$ cat src/rtl/ifetch_unit.sv
// rtl/ifetch_unit.sv - Instruction fetch front-end: fetch PC, 2-entry fetch queue, redirect flush.
// Optional macro IFETCH_STATS_EN adds the fetch_count accepted-instruction counter port.
module ifetch_unit #(
  parameter int                ADDR_W   = 32,
  parameter logic [ADDR_W-1:0] RESET_PC = '0
) (
  input  logic              clk,
  input  logic              rst_n,
  output logic [ADDR_W-1:0] imem_pc,
  input  logic [31:0]       imem_instr,
  input  logic              fetch_en,
  input  logic              redirect_valid,
  input  logic [ADDR_W-1:0] redirect_pc,
  output logic              out_valid,
  input  logic              out_ready,
  output logic [31:0]       out_instr,
  output logic [ADDR_W-1:0] out_pc,
  output logic [1:0]        q_count
`ifdef IFETCH_STATS_EN
  ,
  output logic [31:0]       fetch_count
`endif
);

  logic [ADDR_W-1:0] fetch_pc_q, fetch_pc_d;
  logic [31:0]       instr_q [2];
  logic [ADDR_W-1:0] pc_q    [2];
  logic              head_q, head_d;
  logic [1:0]        count_q, count_d;
  logic              pop, push, tail;

  assign imem_pc   = fetch_pc_q;
  assign out_valid = (count_q != 2'd0);
  assign out_instr = instr_q[head_q];
  assign out_pc    = pc_q[head_q];
  assign q_count   = count_q;

  assign pop  = out_valid & out_ready;
  assign push = fetch_en & ~redirect_valid & ((count_q != 2'd2) | pop);
  // Tail slot is (head + count) mod 2; at count 2 with a pop it reuses the slot being vacated.
  assign tail = head_q ^ count_q[0];

  always_comb begin
    fetch_pc_d = fetch_pc_q;
    head_d     = head_q;
    count_d    = count_q;
    if (redirect_valid) begin
      fetch_pc_d = redirect_pc;
      count_d    = 2'd0;
    end else begin
      if (pop) begin
        head_d = ~head_q;
      end
      if (push) begin
        fetch_pc_d = fetch_pc_q + {{(ADDR_W-1){1'b0}}, 1'b1};
      end
      count_d = count_q + {1'b0, push} - {1'b0, pop};
    end
  end

  always_ff @(posedge clk or negedge rst_n) begin
    if (!rst_n) begin
      fetch_pc_q <= RESET_PC;
      head_q     <= 1'b0;
      count_q    <= 2'd0;
      for (int i = 0; i < 2; i++) begin
        instr_q[i] <= 32'd0;
        pc_q[i]    <= '0;
      end
    end else begin
      fetch_pc_q <= fetch_pc_d;
      head_q     <= head_d;
      count_q    <= count_d;
      if (push) begin
        instr_q[tail] <= imem_instr;
        pc_q[tail]    <= fetch_pc_q;
      end
    end
  end

`ifdef IFETCH_STATS_EN
  logic [31:0] fetch_count_q;

  assign fetch_count = fetch_count_q;

  always_ff @(posedge clk or negedge rst_n) begin
    if (!rst_n) begin
      fetch_count_q <= 32'd0;
    end else if (pop && !redirect_valid) begin
      fetch_count_q <= fetch_count_q + 32'd1;
    end
  end
`endif

endmodule

$ cat config.mk
export PLATFORM = sky130hd
export DESIGN_NAME = ifetch_unit
export DESIGN_NICKNAME = d
export VERILOG_FILES = /design/src/rtl/ifetch_unit.sv
export SDC_FILE = /design/constraint.sdc
export NUM_CORES = 1
export LEC_CHECK = 0
export ABC_AREA = 1
export BUFFER_PORTS_ARGS = -buffer_cell sky130_fd_sc_hd__buf_2
export CAP_MARGIN = 25
export CORE_UTILIZATION = 55
export CTS_CLUSTER_SIZE = 20
export DETAILED_ROUTE_END_ITERATION = 8
export HOLD_SLACK_MARGIN = 0.02
export PLACE_DENSITY = 0.88
export SYNTH_ARGS = -nofsm -noshare
export SYNTH_HDL_FRONTEND = slang
export SYNTH_SLANG_ARGS = --single-unit
$ cat constraint.sdc
create_clock -name clk -period 2.45 [get_ports clk]
set_clock_uncertainty 0.15 [all_clocks]
set_input_delay 0.3675 -clock clk [delete_from_list [all_inputs] [get_ports clk]]
set_output_delay 0.3675 -clock clk [all_outputs]
set_load 0.005 [all_outputs]
==> impl_metrics.env <==
export IMPL_status="finished, final reports clean"
export IMPL_cts_buffers=17
export IMPL_num_fill_cells=1188
export IMPL_yosys_warnings=0
export IMPL_synthCells=1059
export IMPL_drc=0
export IMPL_core_area_um2=14500
export IMPL_place_gp_congestion=0.968
export IMPL_ys_seq_area_frac=0.499
export IMPL_root_buffer="clkbuf_16"
export IMPL_io_buffer_count=167
export IMPL_met3_usage=0.0600
export IMPL_synth_flop_cell="dfrtp_1"
export IMPL_post_drt_wl_per_cell_um=14.5
export IMPL_grtUsageMet2=0.447
export IMPL_r2r_start="imem_pc[1]"
export IMPL_finalSetupViolCount=0
export IMPL_synthTopCellsByArea="dfrtp_1, nand2_1, o21ai_2"
export IMPL_busiest_layer="met2"
export IMPL_avgSynthCellArea_um2=7.72
export IMPL_tightest_slew_ps=742
export IMPL_netlist_area_um2=8180
export IMPL_p_per_area_nw_per_um2=1190
export IMPL_tns_ps=0
export IMPL_grt_overflow=0
export IMPL_peakVddDrop_v=0.000679
export IMPL_rsz0062_at_grt="false"
export IMPL_p_leak_nw=5.33
export IMPL_crit_fanout=64
export IMPL_initial_core_util=0.563
export IMPL_period_share=0.953
export IMPL_cts_sinks=163
export IMPL_die_y_um=124
export IMPL_via_count=7416
export IMPL_dr_first_iter_drc_count=684
export IMPL_ys_seq_elements=163
export IMPL_cp_arrival_ps=1820
export IMPL_grt_pass1_vias=6848
export IMPL_slew_viol_final=0
export IMPL_routed_wl_um=20500
export IMPL_die_w_um=124
export IMPL_fmax_mhz=428
export IMPL_cp_startpoint="head_q"
export IMPL_ant_nets=0
export IMPL_end_kind="primary output"
export IMPL_grt_pass1_wl_um=32700
export IMPL_synthDistinctLibCells=25
export IMPL_dp_hpwl_um=14000
export IMPL_cap_violations=0
export IMPL_io_pins=168
export IMPL_h_tree_depth=4
export IMPL_antenna_found_initial=0
export IMPL_met1_usage=0.374
export IMPL_hold_viol=0
export IMPL_vias_per_cell=5.26
export IMPL_synth_edf_count=0
export IMPL_path_class="flop to primary output"
export IMPL_yosys_area_top_type="dfrtp_1"
export IMPL_drt_first_pass_iters=6
export IMPL_worstPathRequired_ps=1930
export IMPL_die_area_um2=15400
export IMPL_critPathLaunchType="flop"
export IMPL_num_rows=44
export IMPL_track_usage=0.279
export IMPL_holdCritPathClass="input port to flop"
export IMPL_synth_commonest_cells="nand2_1, dfrtp_1, inv_1, o21ai_1, o21ai_2"
export IMPL_clock_latency_ps=420
export IMPL_fin_crit_ps=2330
export IMPL_layout_drive_gt1_share=0.236
export IMPL_synthToLayoutAreaGrowth_pct=20.2
export IMPL_relSlewSlack=0.505
export IMPL_clk_pin_slew_worst_paths_ps=60
export IMPL_hp_start="redirect_pc[0]"
export IMPL_cts_max_path_buffers=2
export IMPL_n_antenna_cell=0
export IMPL_grt_max_degree=67
export IMPL_layout_nets=1286
export IMPL_cts_setup_buffers=0
export IMPL_synth_nets=1131
export IMPL_yosys_area_top_type_share=0.499
export IMPL_finalPower_mw=11.7
export IMPL_cts_tree="yes"
export IMPL_yosysMostFrequentCell="nand2_1"
export IMPL_async_flop_share=1.00
kinds of logic (layout without fill, tap and decap cells):
logic type                 count (synthesis)  in the layout  synth area share
DFF                                      163            163             0.499
xor gates and xnor gates                  11             11            0.0118
adders and majority gates                  3              3           0.00459
AOI/OAI and AO/OA                        167            167             0.132
and+or+nand+nor                          560            560             0.266
buffers and inverters                    155            323            0.0869
routing by layer:
| metal | part of all wire | routed length (um) |
|---|---|---|
| met5 | 0 | 0 |
| met4 | 0.017 | 342 |
| met3 | 0.098 | 2010 |
| met2 | 0.46 | 9480 |
| met1 | 0.42 | 8690 |
timing repair:
item,4_1_cts,5_1_grt
resized for setup,0,0
hold buffers,5,0
hold endpoints to repair,62,0
path summary, 6_finish.rpt:
check | end | slack (ps) | depth (start not counted)
hold / removal | imem_pc[0] | 30 | 3
setup / recovery | out_instr[0] | 120 | 4
hold reg to reg | instr_q[30] | 330 | 2
max in group asynchronous | instr_q[23] | 1100 | 3
min in group asynchronous | instr_q[11] | 340 | 2
setup reg to reg | imem_pc[20] | 510 | 8
cells in the final DEF, fill, tap and decap left out, drive strengths merged:
master,n
buf,182
clkinv,6
inv,104
nand3,40
xnor2,3
nor3,3
nand2,468
dfrtp,163
ha,3
or2,1
o21ai,155
a21oi,6
bufinv,4
o22ai,1
nor2,48
clkinvlp,2
o211ai,4
clkbuf,20
dlygate4sd3,5
xor2,8
o221ai,1
worst max-delay path, cell delays in order, from the launching register on:
cell and delay [ps]:
dfrtp_2 380, buf_4 590, nand2_1 120, nand2_1 140, buf_2 120
where the power goes:
part           internal, mW  total, mW  switching (mW)
clock                  1.76       2.83            1.07
combinational          1.78       4.40            2.62
sequential             3.76       4.44           0.688
state kept, by name, indices dropped and copies added, names as in the netlist:
signal / flops
head_q: 1
imem_pc: 32
instr_q: 64
pc_q: 64
q_count: 2
per-stage QoR:
step	hold WS (ps)	utilization	instance area, um^2	std cells	worst slack, ps
after floorplan	-78.1	-	8180	1059	579
after global placement	235	0.629	9140	1374	623
after detailed placement	238	0.629	9140	1374	538
after CTS	23.8	0.676	9830	1411	120
after global routing	27.2	0.676	9830	1411	5.88
final	28.3	0.676	9830	1411	116
final cells by class:
class                      instances  area, um^2  area share
sequential                       163        4080       0.415
multi-input combinational        741        3400       0.346
timing repair buffer             187        1090       0.111
clock buffer                      20         457      0.0465
inverter                         104         390      0.0397
tap                              184         230      0.0234
clock inverter                    12         180      0.0183
No activity file was read; power rests on OpenSTA's default activity.
